File: src/rtl/ctrl_decode_pipe.sv
// Registered decode/control stage between IF/ID and ID/EX: one-cycle decode with
// bubble/flush handling, a multi-cycle MUL sequencer and sticky illegal-opcode counting.
module ctrl_decode_pipe #(
  parameter int OP_CODE_LEN = 6,
  parameter int EXE_CMD_LEN = 4,
  parameter int MUL_LATENCY = 4,
  parameter int ILL_CNT_W   = 8
) (
  input  logic                   clk,
  input  logic                   rst_n,
  input  logic [OP_CODE_LEN-1:0] opCode,
  input  logic                   in_valid,
  input  logic                   hazard_detected,
  input  logic                   flush,
  output logic                   branchEn,
  output logic                   Is_Imm,
  output logic                   ST_or_BNE,
  output logic                   WB_EN,
  output logic                   MEM_R_EN,
  output logic                   MEM_W_EN,
  output logic [EXE_CMD_LEN-1:0] EXE_CMD,
  output logic [1:0]             Branch_command,
  output logic                   ctrl_valid,
  output logic                   busy_stall,
  output logic                   illegal_op,
  output logic [ILL_CNT_W-1:0]   illegal_count
);

  localparam int CNT_W = (MUL_LATENCY > 2) ? $clog2(MUL_LATENCY) : 1;

  localparam logic [OP_CODE_LEN-1:0] OP_NOP  = OP_CODE_LEN'(0);
  localparam logic [OP_CODE_LEN-1:0] OP_ADD  = OP_CODE_LEN'(1);
  localparam logic [OP_CODE_LEN-1:0] OP_MUL  = OP_CODE_LEN'(2);
  localparam logic [OP_CODE_LEN-1:0] OP_SUB  = OP_CODE_LEN'(3);
  localparam logic [OP_CODE_LEN-1:0] OP_AND  = OP_CODE_LEN'(5);
  localparam logic [OP_CODE_LEN-1:0] OP_OR   = OP_CODE_LEN'(6);
  localparam logic [OP_CODE_LEN-1:0] OP_NOR  = OP_CODE_LEN'(7);
  localparam logic [OP_CODE_LEN-1:0] OP_XOR  = OP_CODE_LEN'(8);
  localparam logic [OP_CODE_LEN-1:0] OP_SLA  = OP_CODE_LEN'(9);
  localparam logic [OP_CODE_LEN-1:0] OP_SLL  = OP_CODE_LEN'(10);
  localparam logic [OP_CODE_LEN-1:0] OP_SRA  = OP_CODE_LEN'(11);
  localparam logic [OP_CODE_LEN-1:0] OP_SRL  = OP_CODE_LEN'(12);
  localparam logic [OP_CODE_LEN-1:0] OP_ADDI = OP_CODE_LEN'(32);
  localparam logic [OP_CODE_LEN-1:0] OP_SUBI = OP_CODE_LEN'(33);
  localparam logic [OP_CODE_LEN-1:0] OP_LD   = OP_CODE_LEN'(36);
  localparam logic [OP_CODE_LEN-1:0] OP_ST   = OP_CODE_LEN'(37);
  localparam logic [OP_CODE_LEN-1:0] OP_BEZ  = OP_CODE_LEN'(40);
  localparam logic [OP_CODE_LEN-1:0] OP_BNE  = OP_CODE_LEN'(41);
  localparam logic [OP_CODE_LEN-1:0] OP_JMP  = OP_CODE_LEN'(42);

  localparam logic [EXE_CMD_LEN-1:0] EXE_ADD = EXE_CMD_LEN'(0);
  localparam logic [EXE_CMD_LEN-1:0] EXE_SUB = EXE_CMD_LEN'(2);
  localparam logic [EXE_CMD_LEN-1:0] EXE_MUL = EXE_CMD_LEN'(3);
  localparam logic [EXE_CMD_LEN-1:0] EXE_AND = EXE_CMD_LEN'(4);
  localparam logic [EXE_CMD_LEN-1:0] EXE_OR  = EXE_CMD_LEN'(5);
  localparam logic [EXE_CMD_LEN-1:0] EXE_NOR = EXE_CMD_LEN'(6);
  localparam logic [EXE_CMD_LEN-1:0] EXE_XOR = EXE_CMD_LEN'(7);
  localparam logic [EXE_CMD_LEN-1:0] EXE_SLA = EXE_CMD_LEN'(8);
  localparam logic [EXE_CMD_LEN-1:0] EXE_SLL = EXE_CMD_LEN'(8);
  localparam logic [EXE_CMD_LEN-1:0] EXE_SRA = EXE_CMD_LEN'(9);
  localparam logic [EXE_CMD_LEN-1:0] EXE_SRL = EXE_CMD_LEN'(10);
  localparam logic [EXE_CMD_LEN-1:0] EXE_NOP = EXE_CMD_LEN'(15);

  localparam logic [1:0] COND_JUMP = 2'b10;
  localparam logic [1:0] COND_BEZ  = 2'b11;
  localparam logic [1:0] COND_BNE  = 2'b01;

  typedef enum logic [0:0] {IDLE, MUL} state_t;

  state_t           state;
  logic [CNT_W-1:0] mul_cnt;

  logic                   dec_branch, dec_imm, dec_st_bne, dec_wb, dec_mem_r, dec_mem_w;
  logic [EXE_CMD_LEN-1:0] dec_exe;
  logic [1:0]             dec_bcmd;
  logic                   dec_valid, dec_illegal, dec_mul;

  // Pure opcode table; the NOP opcode decodes to a bubble without being flagged illegal.
  always_comb begin
    dec_branch  = 1'b0;
    dec_imm     = 1'b0;
    dec_st_bne  = 1'b0;
    dec_wb      = 1'b0;
    dec_mem_r   = 1'b0;
    dec_mem_w   = 1'b0;
    dec_exe     = EXE_NOP;
    dec_bcmd    = 2'b00;
    dec_valid   = 1'b1;
    dec_illegal = 1'b0;
    dec_mul     = 1'b0;
    case (opCode)
      OP_NOP:  dec_valid = 1'b0;
      OP_ADD:  begin dec_exe = EXE_ADD; dec_wb = 1'b1; end
      OP_SUB:  begin dec_exe = EXE_SUB; dec_wb = 1'b1; end
      OP_AND:  begin dec_exe = EXE_AND; dec_wb = 1'b1; end
      OP_OR:   begin dec_exe = EXE_OR;  dec_wb = 1'b1; end
      OP_NOR:  begin dec_exe = EXE_NOR; dec_wb = 1'b1; end
      OP_XOR:  begin dec_exe = EXE_XOR; dec_wb = 1'b1; end
      OP_SLA:  begin dec_exe = EXE_SLA; dec_wb = 1'b1; end
      OP_SLL:  begin dec_exe = EXE_SLL; dec_wb = 1'b1; end
      OP_SRA:  begin dec_exe = EXE_SRA; dec_wb = 1'b1; end
      OP_SRL:  begin dec_exe = EXE_SRL; dec_wb = 1'b1; end
      OP_ADDI: begin dec_exe = EXE_ADD; dec_wb = 1'b1; dec_imm = 1'b1; end
      OP_SUBI: begin dec_exe = EXE_SUB; dec_wb = 1'b1; dec_imm = 1'b1; end
      OP_LD: begin
        dec_exe    = EXE_ADD;
        dec_wb     = 1'b1;
        dec_imm    = 1'b1;
        dec_st_bne = 1'b1;
        dec_mem_r  = 1'b1;
      end
      OP_ST: begin
        dec_exe    = EXE_ADD;
        dec_imm    = 1'b1;
        dec_mem_w  = 1'b1;
        dec_st_bne = 1'b1;
      end
      OP_BEZ:  begin dec_imm = 1'b1; dec_branch = 1'b1; dec_bcmd = COND_BEZ; end
      OP_BNE: begin
        dec_imm    = 1'b1;
        dec_branch = 1'b1;
        dec_bcmd   = COND_BNE;
        dec_st_bne = 1'b1;
      end
      OP_JMP:  begin dec_imm = 1'b1; dec_branch = 1'b1; dec_bcmd = COND_JUMP; end
      OP_MUL:  dec_mul = 1'b1;
      default: begin dec_valid = 1'b0; dec_illegal = 1'b1; end
    endcase
  end

  // IDLE defaults every output to a bubble and overrides it; MUL holds its word until done.
  always_ff @(posedge clk or negedge rst_n) begin
    if (!rst_n) begin
      state          <= IDLE;
      mul_cnt        <= '0;
      branchEn       <= 1'b0;
      Is_Imm         <= 1'b0;
      ST_or_BNE      <= 1'b0;
      WB_EN          <= 1'b0;
      MEM_R_EN       <= 1'b0;
      MEM_W_EN       <= 1'b0;
      EXE_CMD        <= EXE_NOP;
      Branch_command <= 2'b00;
      ctrl_valid     <= 1'b0;
      busy_stall     <= 1'b0;
      illegal_op     <= 1'b0;
      illegal_count  <= '0;
    end else begin
      illegal_op <= 1'b0;
      case (state)
        IDLE: begin
          branchEn       <= 1'b0;
          Is_Imm         <= 1'b0;
          ST_or_BNE      <= 1'b0;
          WB_EN          <= 1'b0;
          MEM_R_EN       <= 1'b0;
          MEM_W_EN       <= 1'b0;
          EXE_CMD        <= EXE_NOP;
          Branch_command <= 2'b00;
          ctrl_valid     <= 1'b0;
          busy_stall     <= 1'b0;
          if (!flush && !hazard_detected && in_valid) begin
            if (dec_mul) begin
              state      <= MUL;
              mul_cnt    <= CNT_W'(MUL_LATENCY - 2);
              EXE_CMD    <= EXE_MUL;
              busy_stall <= 1'b1;
            end else if (dec_illegal) begin
              illegal_op <= 1'b1;
              if (illegal_count != {ILL_CNT_W{1'b1}})
                illegal_count <= illegal_count + ILL_CNT_W'(1);
            end else begin
              branchEn       <= dec_branch;
              Is_Imm         <= dec_imm;
              ST_or_BNE      <= dec_st_bne;
              WB_EN          <= dec_wb;
              MEM_R_EN       <= dec_mem_r;
              MEM_W_EN       <= dec_mem_w;
              EXE_CMD        <= dec_exe;
              Branch_command <= dec_bcmd;
              ctrl_valid     <= dec_valid;
            end
          end
        end
        MUL: begin
          if (flush) begin
            state      <= IDLE;
            mul_cnt    <= '0;
            EXE_CMD    <= EXE_NOP;
            WB_EN      <= 1'b0;
            ctrl_valid <= 1'b0;
            busy_stall <= 1'b0;
          end else if (mul_cnt != '0) begin
            mul_cnt <= mul_cnt - CNT_W'(1);
          end else begin
            state      <= IDLE;
            WB_EN      <= 1'b1;
            ctrl_valid <= 1'b1;
            busy_stall <= 1'b0;
          end
        end
        default: state <= IDLE;
      endcase
    end
  end

endmodule

File: config.mk
export PLATFORM = sky130hd
export DESIGN_NAME = ctrl_decode_pipe
export DESIGN_NICKNAME = d
export VERILOG_FILES = /design/src/rtl/ctrl_decode_pipe.sv
export SDC_FILE = /design/constraint.sdc
export NUM_CORES = 1
export LEC_CHECK = 0
export ABC_AREA = 1
export CAP_MARGIN = 20
export CORE_UTILIZATION = 30
export CTS_CLUSTER_DIAMETER = 30
export DETAILED_ROUTE_END_ITERATION = 10
export RECOVER_POWER = 25
export SYNTH_ARGS = -nofsm -noshare
export SYNTH_HDL_FRONTEND = slang
export SYNTH_SLANG_ARGS = --single-unit
File: constraint.sdc
create_clock -name clk -period 3.89 [get_ports clk]
set_clock_uncertainty 0.15 [all_clocks]
set_input_delay 0.389 -clock clk [delete_from_list [all_inputs] [get_ports clk]]
set_output_delay 0.389 -clock clk [all_outputs]
set_load 0.01 [all_outputs]
---- Word-level counts from Yosys, hierarchy flattened ----
Index checks and enable logic that the tools add are counted.
word-level totals
  register bits ........................... 26
  output and inout port bits .............. 23
operators by class
  $add $sub $neg .......................... 2
  equality and inequality tests ........... 24
  mux-type cells .......................... 60
  bitwise gates (word level) .............. 3
  reductions and logical operators ........ 17
operators with widths
  cell                   number
  $eq A6 B6 Y1 const B   7
  $mux W1                41
  $pmux W4 S9            1
  $eq A6 B4 Y1 const B   5
  $reduce_or A19 Y1      1
  $eq A6 B3 Y1 const B   3
  $reduce_or A18 Y1      1
  $mux W4                4
  $mux W2                7
  $reduce_or A13 Y1      1
  $eq A6 B2 Y1 const B   2
  $add A8 B1 Y8 const B  1
  $ne A8 B8 Y1 const B   1
  $pmux W1 S2            4
  $pmux W4 S2            1
  $reduce_or A7 Y1       1
  $eq A6 B1 Y1 const B   1
  $logic_not A6 Y1       1
  $ne A2 B2 Y1 const B   3
  $pmux W2 S3            1
  $reduce_or A3 Y1       2
  $reduce_and A5 Y1      1
  $pmux W2 S2            1
  $reduce_or A2 Y1       2
  9 further kinds        13

---- Logic depth before layout (Yosys ltp) ----
  depth in word-level cells ............... 7
  gate-level depth with buffers ........... 11
  depth with buffers taken out ............ 11

---- Least setup slack after synthesis ----
OpenSTA, ideal clock, no wires.
  kind .................................... input -> register
  from .................................... input port opCode[0]
  to ...................................... register illegal_count[2]
  setup time .............................. 0.118 ns
  data arrival time ....................... 1.332 ns
  required time ........................... 3.622 ns
  path slack .............................. 2.290 ns
  cell stages on the path ................. 10
  path buffers ............................ 0
  cells stage by stage .................... nor2_2 > nor2_1 > nand2_1 > inv_2 > nor2_4 > nand2_4 > nor2_8 > nand3_4 > nand2_1 > nand2_1
on the way
  word-level cells in the longest chain between the ends .. 4
  elaborated cells between the ends (all ways) .. 24
  classes of those cells .................. eq/ne (18); mux (1); bitwise (2); reduce/logical (3)
RTL lines
  item                                                    line  text
  from (decl)                                             11    input logic [OP_CODE_LEN-1:0] opCode,
  $eq A6 B2 Y1, or another cell as far along              91    case (opCode)
  $reduce_or A19 Y1 (no line) or $mux W1 (tied branches)  n/a
  $not A1 Y1 (no line)                                    n/a
  $reduce_and A5 Y1 (no line) (*)                         n/a
  to (signal assigned)                                    171   illegal_count <= illegal_count + ILL_CNT_W'(1);
  to (decl)                                               26    output logic [ILL_CNT_W-1:0] illegal_count
Every way passes the cells marked *; elsewhere a longest branch is shown, timed or not.
A chain may end at the register's enable or synchronous reset.

---- Worst setup path after layout ----
  from .................................... input port opCode[0]
  to ...................................... register illegal_count[0]
The elaborated chain is that of the path after synthesis.

==> reports/qor.yml <==
die:
  start_util_pct: 31.87
  die_w_um: 73.77
  fp-row-count: 25
  die_y_um: 73.77
  io_pins: 34
  die_area_um2: 5442
  core_area_um2: 4848
power_and_ir_drop:
  combPwrFrac_pct: 23.3
  vdd_drop_max_uv: 152.7
  power_density_nw_per_um2: 321.9
  p_int_uw: 455.1
  total_leakage_power_nw: 0.9406
  p_switching_uw: 191.7
  switching_share_pct: 29.64
  p_seq_share_pct: 49.1
  clkPwrFrac_pct: 27.6
sta:
  setup_violations: 0
  rsz0062_at_grt: "no"
  relSlewSlack_pct: 43.88
  finalCriticalPeriod_ns: 2.076
  setup_tns_ns: 0
  whs_ns: 0.3279
  slew_viol_final: 0
  hold_viol_final: 0
  worst_slew_pin_slew_ns: 0.8418
  layout_worst_path_cycle_share_pct: 53.37
  fmax_mhz: 481.6
setup_path:
  cp_cell_sequence: "clkdlybuf4s50_1, nor2_2, nor2_1, nand2_1, inv_2, nor2_4, nand2_4, nor2_8, nand3_4, nand2_1, nand2_1"
  path_max_fanout: 10
  cp_slowest_cell: "clkdlybuf4s50_1"
  crit_arrival_ns: 2.10
  crit_type: "in -> reg"
  crit_top_cell: "nand2_1"
  cp-end-kind: "flop"
  required_ns: 3.91
  startpoint_type: "input port"
  max_stage_delay_ns: 0.52
global_routing:
  overflow: 0
  antenna_found_initial: 0
  grt-busiest-layer: "met2"
  grt_pass1_wl_um: 5692
  grt_max_degree: 24
  grt_use_met1_pct: 19.00
  grt_pass1_vias: 1275
  grt_util_met3_pct: 1.372
  grt.total_usage_pct: 13.51
  use_met2_pct: 20.90
synth:
  ys_ff_latch: 26
  synth_cell_types: 29
  synth_nets: 215
  synth_warnings: 0
  ys_seq_area_share_pct: 42.43
  synthesis.area_um2: 1545
  syn_avg_cell_area_um2: 7.650
  synthCells: 202
final_layout:
  area_delta_synth_final_pct: 30.04
  layout_commonest_cell: "nand2_1"
  utilization_pct: 41.45
  drive_gt1_share_pct: 10.88
  nNetsFinal: 253
  final.fill_count: 516
  multi_input_area_um2: 783.3
  final_cell_mix: "nand2_1, clkdlybuf4s50_1, nor2_1"
  seq_area_um2: 655.6
  final_area_um2: 2009
  antenna_cells: 0
drt:
  dr.pass1.iters: 4
  drt-initial-drc-count: 113
  drc: 0
  vias_per_cell: 4.683
  wirelength_um: 3523
  route.detailed.wl_per_inst_um: 11.51
  vias: 1433
  antenna_left: 0
clock_network:
  cts_setup_buffers: 0
  tritoncts: "yes"
  cts_buffers: 3
  path_clk_slew_ns: 0.09
  postCtsHoldBufs: 0
  cts.repair.resized: 0
  h-tree-depth: 1
  root_buffer: "clkbuf_8"
  worstSkewPairLatency_ns: 0.28
  cts.sinks: 26
  cts_max_path_buffers: 2
placed_design:
  dpl_cell_area_um2: 1951
  place.gp.congestion: 0.9158
  dp_hpwl_um: 2726
  port_buffers: 33
worst_hold_path:
  hold_path_class: "in -> async"
run:
  maxCapViolCount: 0
run_status:
  outcome: "finished, final reports clean"
==> final timing paths <==
path                            start                to  slack (ns)  cells after the start
max                         opCode[0]  illegal_count[0]        1.81                     11
min                             rst_n  illegal_count[6]        0.33                      1
max reg2reg                     state  illegal_count[0]        2.10                      6
min reg2reg                mul_cnt[0]        mul_cnt[0]        0.34                      1
max in group asynchronous       rst_n        EXE_CMD[2]        2.01                      3
min in group clk           mul_cnt[0]        mul_cnt[0]        0.34                      1
==> cell families (layout without fill, tap and decap cells) <==
family                     Yosys count  count (layout)  synth area share [%]
buffers and inverters               26              63                 6.882
adders and majority gates            2               2                 1.619
AOI/OAI and AO/OA                   23              23                 8.745
DFF                                 26              26                 42.43
and+or+nand+nor                    119             119                 36.92
xor gates and xnor gates             6               6                 3.401
==> power groups by stage <==
stage | Clock, mW | Combinational [mW] | Sequential (mW)
after floorplan | 0 | 0.0716 | 0.327
after global placement | 0 | 0.151 | 0.323
after detailed placement | 0 | 0.151 | 0.323
after CTS | 0.181 | 0.151 | 0.318
after global routing | 0.194 | 0.166 | 0.322
final | 0.178 | 0.151 | 0.318
==> through the flow <==
stage | cells | worst slack [ns] | power (mW)
after floorplan | 202 | 2.290 | 0.3989
after global placement | 301 | 1.490 | 0.4739
after detailed placement | 301 | 1.505 | 0.4741
after CTS | 305 | 1.795 | 0.6501
after global routing | 306 | 1.691 | 0.6823
final | 306 | 1.814 | 0.6468
==> worst max-delay path: cells and delay by family <==
kind / cells / cell delay [ns]
buf+inv: 2 / 0.57
simple gates: 9 / 1.14
==> Yosys cell counts (all sizes together) <==
| master | instances | area (um^2) |
|---|---|---|
| a21oi | 7 | 35.03 |
| a22o | 1 | 8.760 |
| a31oi | 2 | 12.51 |
| buf | 2 | 16.26 |
| clkinv | 1 | 3.750 |
| dfrtp | 22 | 550.5 |
| dfstp | 4 | 105.1 |
| ha | 2 | 25.02 |
| inv | 23 | 86.33 |
| nand2 | 55 | 216.5 |
| nand3 | 17 | 97.60 |
| nand3b | 1 | 7.510 |
| nand4 | 12 | 75.07 |
| nor2 | 32 | 163.9 |
| nor3 | 2 | 10.01 |
| o21ai | 12 | 71.32 |
| o31ai | 1 | 7.510 |
| xnor2 | 2 | 17.52 |
| xor2 | 4 | 35.03 |
==> layer usage <==
metal / routed length (um) / vias up
met3: 121 / 5
li1: - / 733
met5: 0 / -
met1: 1793 / 658
met4: 60 / 0
met2: 1548 / 37
==> state kept, by name, summed over array words and instances, names as in the netlist <==
name,flops
illegal_op,1
illegal_count,8
branchEn,1
MEM_W_EN,1
ctrl_valid,1
Branch_command,2
Is_Imm,1
EXE_CMD,4
ST_or_BNE,1
WB_EN,1
state,1
MEM_R_EN,1
busy_stall,1
mul_cnt,2
==> final cells by class <==
cell class              count  share of cell area (%)
flip-flops and latches     26                   32.63
inverters                  24                   4.483
well taps                  67                   4.172
repair buffers             35                   17.00
multi-input cells         150                   38.98
clock buffers               4                   2.740
Power figures use the tool's default switching activity.
